$ cat src/rtl/mm_sequencer.sv
// mm_sequencer: operand staging and control for the 3x3 MAC array.
// Collects A then B (18 x 4-bit elements), runs a clear cycle and three
// accumulate cycles on the array, then streams the nine results out.
//
// state     | meaning
// ----------+-----------------------------------------------------------
// ST_LOAD   | accept 18 elements into the operand buffer
// ST_CLEAR  | one cycle, clear every array accumulator
// ST_MAC    | three cycles, broadcast column k of A and row k of B
// ST_UNLOAD | present res_in downstream, advance array index per transfer
// ST_DONE   | one-cycle done pulse, then back to ST_LOAD

module mm_sequencer (
    input  logic       clk,
    input  logic       rst_n,
    input  logic       in_valid,
    output logic       in_ready,
    input  logic [3:0] in_data,
    output logic [3:0] data_w1,
    output logic [3:0] data_w2,
    output logic [3:0] data_w3,
    output logic [3:0] data_x1,
    output logic [3:0] data_x2,
    output logic [3:0] data_x3,
    output logic [8:0] load,
    output logic [8:0] clear,
    output logic       unload_res,
    input  logic [9:0] res_in,
    output logic       out_valid,
    input  logic       out_ready,
    output logic [9:0] out_data,
    output logic [3:0] out_idx,
    output logic       busy,
    output logic       done
);

    typedef enum logic [2:0] {
        ST_LOAD,
        ST_CLEAR,
        ST_MAC,
        ST_UNLOAD,
        ST_DONE
    } state_t;

    state_t     state;
    logic [4:0] elem_cnt;
    logic [1:0] k;
    logic [3:0] res_idx;
    logic [3:0] elem_buf [18];

    // Column k of A sits at k, 3+k, 6+k; row k of B at 9+3k, 10+3k, 11+3k.
    logic [4:0] col_a;
    logic [4:0] row_b;
    assign col_a = {3'b000, k};
    assign row_b = 5'd9 + ({3'b000, k} * 5'd3);

    // Sequencing FSM: state, element counter, MAC step and result index.
    always_ff @(posedge clk) begin
        if (!rst_n) begin
            state    <= ST_LOAD;
            elem_cnt <= '0;
            k        <= '0;
            res_idx  <= '0;
        end else begin
            case (state)
                ST_LOAD: begin
                    if (in_valid) begin
                        if (elem_cnt == 5'd17) begin
                            elem_cnt <= '0;
                            state    <= ST_CLEAR;
                        end else begin
                            elem_cnt <= elem_cnt + 5'd1;
                        end
                    end
                end
                ST_CLEAR: begin
                    k     <= '0;
                    state <= ST_MAC;
                end
                ST_MAC: begin
                    if (k == 2'd2) begin
                        k       <= '0;
                        res_idx <= '0;
                        state   <= ST_UNLOAD;
                    end else begin
                        k <= k + 2'd1;
                    end
                end
                ST_UNLOAD: begin
                    if (out_ready) begin
                        if (res_idx == 4'd8) begin
                            res_idx <= '0;
                            state   <= ST_DONE;
                        end else begin
                            res_idx <= res_idx + 4'd1;
                        end
                    end
                end
                ST_DONE: begin
                    state <= ST_LOAD;
                end
                default: begin
                    state <= ST_LOAD;
                end
            endcase
        end
    end

    // Operand buffer; contents after reset are irrelevant, so no reset term.
    always_ff @(posedge clk) begin
        if (rst_n && (state == ST_LOAD) && in_valid) begin
            elem_buf[elem_cnt] <= in_data;
        end
    end

    // Output decode from the state register, forced to zero while in reset
    // so nothing reaches the array or the consumer during a reset cycle.
    always_comb begin
        in_ready   = 1'b0;
        data_w1    = '0;
        data_w2    = '0;
        data_w3    = '0;
        data_x1    = '0;
        data_x2    = '0;
        data_x3    = '0;
        load       = '0;
        clear      = '0;
        unload_res = 1'b0;
        out_valid  = 1'b0;
        out_data   = '0;
        out_idx    = '0;
        busy       = 1'b0;
        done       = 1'b0;
        if (rst_n) begin
            busy = (state != ST_LOAD);
            case (state)
                ST_LOAD: begin
                    in_ready = 1'b1;
                end
                ST_CLEAR: begin
                    clear = 9'h1FF;
                end
                ST_MAC: begin
                    load    = 9'h1FF;
                    data_w1 = elem_buf[col_a];
                    data_w2 = elem_buf[col_a + 5'd3];
                    data_w3 = elem_buf[col_a + 5'd6];
                    data_x1 = elem_buf[row_b];
                    data_x2 = elem_buf[row_b + 5'd1];
                    data_x3 = elem_buf[row_b + 5'd2];
                end
                ST_UNLOAD: begin
                    out_valid  = 1'b1;
                    out_data   = res_in;
                    out_idx    = res_idx;
                    unload_res = out_ready;
                end
                ST_DONE: begin
                    done = 1'b1;
                end
                default: begin
                    busy = 1'b0;
                end
            endcase
        end
    end

endmodule

$ cat config.mk
export PLATFORM = sky130hd
export DESIGN_NAME = mm_sequencer
export DESIGN_NICKNAME = d
export VERILOG_FILES = /design/src/rtl/mm_sequencer.sv
export SDC_FILE = /design/constraint.sdc
export NUM_CORES = 1
export LEC_CHECK = 0
export BUFFER_PORTS_ARGS = -buffer_cell sky130_fd_sc_hd__buf_2
export CAP_MARGIN = 10
export CORE_AREA = 10 10 97 142
export DETAILED_ROUTE_END_ITERATION = 12
export DIE_AREA = 0 0 107 152
export PLACE_DENSITY = 0.63
export SETUP_SLACK_MARGIN = 0.1
export SLEW_MARGIN = 15
export SYNTH_ARGS = -nofsm -noshare
export SYNTH_HDL_FRONTEND = slang
export SYNTH_SLANG_ARGS = --single-unit
$ cat constraint.sdc
create_clock -name clk -period 4.6 [get_ports clk]
set_input_delay 0.92 -clock clk [delete_from_list [all_inputs] [get_ports clk]]
set_output_delay 0.92 -clock clk [all_outputs]
set_load 0.005 [all_outputs]
==> impl_metrics.env, run 1 <==
export IMPL_met3_usage_pct=4.45
export IMPL_max_fanout_on_critical_path=14
export IMPL_postSynth_topFlopCell="edfxtp_1"
export IMPL_finalClockSkew_ns=0.00438
export IMPL_gr_usage_met1_pct=14.7
export IMPL_clkSinkCount=88
export IMPL_final_min_clock_period_ns=4.11
export IMPL_fp_dieArea_sq_mm=0.0163
export IMPL_global_route_usage_total_pct=14.3
export IMPL_synth_seq_area_share_pct=49.9
export IMPL_critPathLaunchType="register"
export IMPL_grt_start_max_net_pins=49
export IMPL_synth_most_common_cell="edfxtp_1"
export IMPL_grtUsageMet2_pct=25.5
export IMPL_wire_length_of_the_first_global_routing_pass_um=17900
export IMPL_hold_buffers=0
export IMPL_cts_htree_levels=3
export IMPL_cp_end_kind="output port"
export IMPL_synth_edf_count=72
export IMPL_clockBufferDepth=2
export IMPL_worst_endpoint_arrival_ns=3.19
export IMPL_die_width_um=107
export IMPL_clock_tree_from_tritoncts="built"
export IMPL_setup_total_negative_slack_ns=0
export IMPL_final_hold_violation_count=0
export IMPL_cts_setup_buffers=0
export IMPL_io_pins=79
export IMPL_place_area_sq_mm=0.00535
export IMPL_post_route_cell_area_sq_mm=0.00565
export IMPL_drtIter0Drc=149
export IMPL_synth_top_cell_area_share_pct=43.4
export IMPL_worst_hold_path_type="reg -> reg"
export IMPL_drtAntennaViolNets=0
export IMPL_antenna_diodes=0
export IMPL_synth_net_count=392
export IMPL_layout_cells_non_filler=571
export IMPL_place_hpwl_um=8990
export IMPL_setup_viol_count_final=0
export IMPL_timing_worst_slew_pin_value_ns=1.04
export IMPL_netlist_area_sq_mm=0.00498
export IMPL_clk_pin_slew_ns=0.06
export IMPL_placeableCoreArea_sq_mm=0.0113
export IMPL_post_synth_top_area_cell="edfxtp_1"
export IMPL_finish_utilization_pct=50.0
export IMPL_vias_post_dr=3192
export IMPL_leakage_power_summed_over_all_cells_nw=2.07
export IMPL_route_final_wire_length_um=11600
export IMPL_period_share_pct=89.4
export IMPL_floorplan_initialDensity_pct=44.1
export IMPL_cp_required_ns=3.68
export IMPL_synthTopCellsByArea="edfxtp_1 (43%), mux4_2 (16%), dfxtp_1 (6.4%)"
export IMPL_drive_above_1_share_pct=33.7
export IMPL_max_vdd_ir_drop_mv=0.197
export IMPL_timing_max_slew_rel_slack_pct=29.6
export IMPL_worst_skew_pair_late_latency_ns=0.34
export IMPL_clock_fmax_mhz=243
export IMPL_ys_types=44
export IMPL_antenna_violations_before_repair=0
export IMPL_grt_overflow=0
export IMPL_rsz0062_at_grt="no"
export IMPL_number_of_clock_buffers_inserted_by_tritoncts=9
export IMPL_place_gp_congestion=0.849
export IMPL_cap_viol_max_count=0
export IMPL_yosys_warnings=0
export IMPL_netlist_instances=362
export IMPL_place_inst=555
export IMPL_nNetsFinal=446
export IMPL_rows=48
export IMPL_timing_final_ws_setup_ns=0.490
export IMPL_slew_viol_final=0
export IMPL_synth_seq_cells=88
export IMPL_post_synth_most_frequent_cells="edfxtp_1 (72), nor2_1 (38), mux4_2 (36)"
export IMPL_drt_wirelength_per_cell_um=20.3
export IMPL_synth_async_sr_flop_share_pct=0
export IMPL_place_worst_setup_slack_ns=0.828
export IMPL_busiest_layer="met2"
export IMPL_drt_pass_1_iters=5
export IMPL_port_buffers=78
export IMPL_grt_pass1_vias=3312
export IMPL_clock_root_buffer="clkbuf_16"
export IMPL_postSynthAreaPerCell_sq_um=13.7
export IMPL_fillers=1007
export IMPL_outcome="finished, final reports clean"
export IMPL_via_per_instance_ratio=5.59
export IMPL_crit_type="reg -> out"
export IMPL_cts_resized_gates=0
export IMPL_pwr_density_cell_mw_per_mm2=287
export IMPL_drc=0
export IMPL_synthToLayoutAreaGrowth_pct=13.4
export IMPL_fp_dieH_um=152
per-layer routing:
| metal | part of all wire [%] | vias up | wire, um |
|---|---|---|---|
| met5 | 0 | - | 0 |
| met4 | 2.7 | 0 | 311 |
| met3 | 7.3 | 23 | 851 |
| met2 | 53 | 122 | 6190 |
| met1 | 37 | 1572 | 4230 |
| li1 | - | 1475 | - |
worst max-delay path, stage by stage (launching register included):
cell and delay, ns:
dfxtp_1 0.60, inv_1 0.16, ha_1 0.64, buf_4 0.31, mux4_1 0.31, mux4_2 0.51
nor2_1 0.11, a211oi_1 0.05, buf_2 0.15
cells by family after synthesis:
group	count (synthesis)	synth area share, %
compound gates	37	5.13
xor+xnor	5	0.880
fa+ha+maj	12	3.02
buf+inv	50	5.68
flops	88	49.9
mux	59	23.2
simple gates	111	12.2
worst paths after layout:
kind         slack [ns]         endpoint  depth (start not counted)   startpoint
min                0.52      elem_cnt[0]                          2  elem_cnt[0]
max                0.49       data_x2[1]                          8         k[1]
min reg2reg        0.52      elem_cnt[0]                          2  elem_cnt[0]
max reg2reg        1.90  elem_buf[16][1]                          4     state[1]
layout make-up:
type	instances	area [sq um]	area share, %
flip-flops and latches	88	2480	44.0
multi-input cells	224	2210	39.2
repair buffers	83	428	7.58
clock buffers	9	225	3.99
well taps	150	188	3.32
clock inverters	7	72.6	1.29
inverters	10	37.5	0.665
sequential cells by signal (all words and copies together) (netlist names), named ones only:
| register | flops |
|---|---|
| elem_cnt | 5 |
| k | 2 |
| elem_buf | 72 |
| state | 3 |
| res_idx | 4 |
power breakdown:
part	internal (mW)	switching, mW	total [mW]	leakage [nW]
combinational	0.0140	0.0227	0.0367	1.15
clock	0.420	0.296	0.716	0.141
sequential	0.865	0.00403	0.869	0.778
cells in the final DEF, fill, tap and decap left out, types with 6 or more instances in the layout:
cell       count
buf_2         78
edfxtp_1      72
nor2_1        38
mux4_2        36
and2_1        19
mux2i_1       15
dfxtp_1       15
nor2b_1       12
ha_1          12
nand2_1       11
inv_1         10
a211oi_1       9
clkbuf_16      9
mux4_1         7
o21ai_0        7
a21boi_0       6
per-stage QoR:
| stage | hold WS, ns | power [mW] |
|---|---|---|
| floorplan | 0.468 | 0.901 |
| global placement | 0.497 | 0.923 |
| detailed placement | 0.515 | 0.924 |
| CTS | 0.523 | 1.63 |
| global route | 0.583 | 1.67 |
| finish | 0.521 | 1.62 |
Note: power is estimated with default switching activity, not from simulation.
==> run 2, diff against run 1 <==
PLACE_DENSITY = 0.65   (was 0.63)
SLEW_MARGIN = 10   (was 15)
clock period = 3.3 ns   (was 4.6 ns; I/O delays follow)
==> impl_metrics.env, run 2 (synthesis gave the netlist of run 1 again) <==
export IMPL_crit_reg2reg_capture="elem_buf[16][0]"
export IMPL_worst_r2r_cell_count=5
export IMPL_critPathLaunchType="register"
export IMPL_biggestRegsByFlops="elem_buf (72), elem_cnt (5), res_idx (4)"
export IMPL_largest_reg_flops=72
export IMPL_drc=0
export IMPL_cap_viol_max_count=0
export IMPL_cp_end_kind="output port"
export IMPL_rows=48
export IMPL_io_pins=79
export IMPL_period_share_pct=93.6
export IMPL_timing_max_slew_rel_slack_pct=62.0
export IMPL_fp_dieArea_sq_mm=0.0163
export IMPL_finalClockSkew_ns=0.00816
export IMPL_die_width_um=107
export IMPL_outcome="finished, final reports clean"
export IMPL_mostFrequentLayoutCells="buf_2 (78), edfxtp_1 (72), nor2_1 (38), mux4_2 (36), and2_1 (19)"
export IMPL_rsz0062_at_grt="yes"
export IMPL_vias_post_dr=3256
export IMPL_clock_fmax_mhz=324
export IMPL_final_hold_violation_count=0
export IMPL_busiest_layer="met2"
export IMPL_fp_dieH_um=152
export IMPL_drive_above_1_share_pct=34.8
export IMPL_clock_root_buffer="clkbuf_16"
export IMPL_worst_skew_pair_late_latency_ns=0.34
export IMPL_clk_pin_slew_ns=0.07
export IMPL_report_power_total_mw=2.28
export IMPL_clkSinkCount=88
export IMPL_regArea_sq_mm=0.00248
export IMPL_number_of_clock_buffers_inserted_by_tritoncts=9
export IMPL_clockBufferDepth=2
export IMPL_max_fanout_on_critical_path=6
export IMPL_slew_viol_final=0
export IMPL_leakage_power_summed_over_all_cells_nw=2.09
export IMPL_drtIter0Drc=116
export IMPL_antenna_diodes=0
export IMPL_largest_register="elem_buf"
export IMPL_drt_wirelength_per_cell_um=20.8
export IMPL_cts_htree_levels=3
export IMPL_clock_tree_from_tritoncts="built"
export IMPL_route_final_wire_length_um=12000
export IMPL_timing_worst_slew_pin_value_ns=0.569
export IMPL_min_path_cells=2
export IMPL_timing_rr_start="state[1]"
export IMPL_gr_usage_met1_pct=15.9
export IMPL_total_area_of_multi_input_combinational_cells_sq_mm=0.00223
export IMPL_hold_path_end="elem_cnt[0]"
export IMPL_place_gp_congestion=0.848
export IMPL_placeableCoreArea_sq_mm=0.0113
export IMPL_worst_endpoint_arrival_ns=2.43
export IMPL_antenna_violations_before_repair=0
export IMPL_fillers=998
export IMPL_grt_pass1_vias=3384
export IMPL_floorplan_initialDensity_pct=44.1
export IMPL_global_route_usage_total_pct=14.6
export IMPL_drt_pass_1_iters=4
export IMPL_layout_cells_non_filler=575
export IMPL_cts_setup_buffers=0
export IMPL_pwr_density_cell_mw_per_mm2=399
export IMPL_grt_start_max_net_pins=49
export IMPL_min_delay_start="elem_cnt[0]"
export IMPL_worst_r2r_setup_slack_ns=1.10
export IMPL_wire_length_of_the_first_global_routing_pass_um=18400
export IMPL_via_per_instance_ratio=5.66
export IMPL_setup_viol_count_final=0
export IMPL_worst_hold_slack_ns=0.526
export IMPL_final_min_clock_period_ns=3.09
export IMPL_synthToLayoutAreaGrowth_pct=14.9
export IMPL_setup_total_negative_slack_ns=0
export IMPL_place_hpwl_um=9160
export IMPL_place_inst=559
export IMPL_port_buffers=78
export IMPL_grtUsageMet2_pct=26.0
export IMPL_grt_overflow=0
export IMPL_worst_hold_path_type="reg -> reg"
export IMPL_met3_usage_pct=4.45
export IMPL_nNetsFinal=450
export IMPL_layout_cells_most_common="buf_2"
export IMPL_max_vdd_ir_drop_mv=0.301
export IMPL_crit_type="reg -> out"
export IMPL_cp_required_ns=2.64
export IMPL_drtAntennaViolNets=0
-- run 2: cell types whose count changed in the layout (fill, tap and decap cells not counted), moves of 2 or more --
cell	previous run	this run
clkinv_2	2	0
buf_4	5	7
clkinv_4	2	0
clkinvlp_4	2	4
-- run 2: layout make-up --
cell class | instances | area share [%]
multi-input cells | 224 | 39.0
flip-flops and latches | 88 | 43.4
clock inverters | 6 | 1.20
repair buffers | 87 | 8.36
well taps | 150 | 3.28
clock buffers | 10 | 4.01
inverters | 10 | 0.657
-- run 2: worst max-delay path: stages (launching register included) --
cell and delay [ns]:
dfxtp_1 0.33, inv_1 0.10, ha_4 0.35, mux4_2 0.50
mux4_2 0.49, nor2_1 0.10, a211oi_1 0.06, buf_2 0.15
-- run 2: repair_timing --
action                     4_1_cts  5_1_grt
hold endpoints to repair         0        0
setup endpoints to repair        4        4
hold buffers                     0        0
resized for setup                2        3
-- run 2: stage by stage --
stage	utilization, %	worst slack [ns]	cell area, sq um
after detailed placement	47.8	0.348	5390
after CTS	50.4	0.105	5700
after global placement	47.8	0.396	5390
final	50.6	0.210	5720
after floorplan	-	0.125	5010
after global routing	50.6	0.0745	5720
-- run 2: worst max path at each step --
| stage | from | end | cells after the start |
|---|---|---|---|
| global placement | k[0] | data_x2[0] | 8 |
| CTS | k[1] | data_x2[3] | 7 |
| finish | k[1] | data_x2[3] | 7 |
| floorplan | k[0] | data_x2[0] | 12 |
| global route | k[0] | data_x2[2] | 8 |
| detailed placement | k[0] | data_x2[0] | 8 |
-- run 2: metal layers --
layer  part of all wire (%)  up-vias
met5                      0        -
li1                       -     1486
met4                    1.8        0
met2                     54      137
met3                    7.3       15
met1                     37     1618
-- run 2: power breakdown --
part           switching (mW)  internal [mW]
clock network           0.430          0.589
registers             0.00574           1.21
logic                  0.0324         0.0196
total                   0.468           1.81
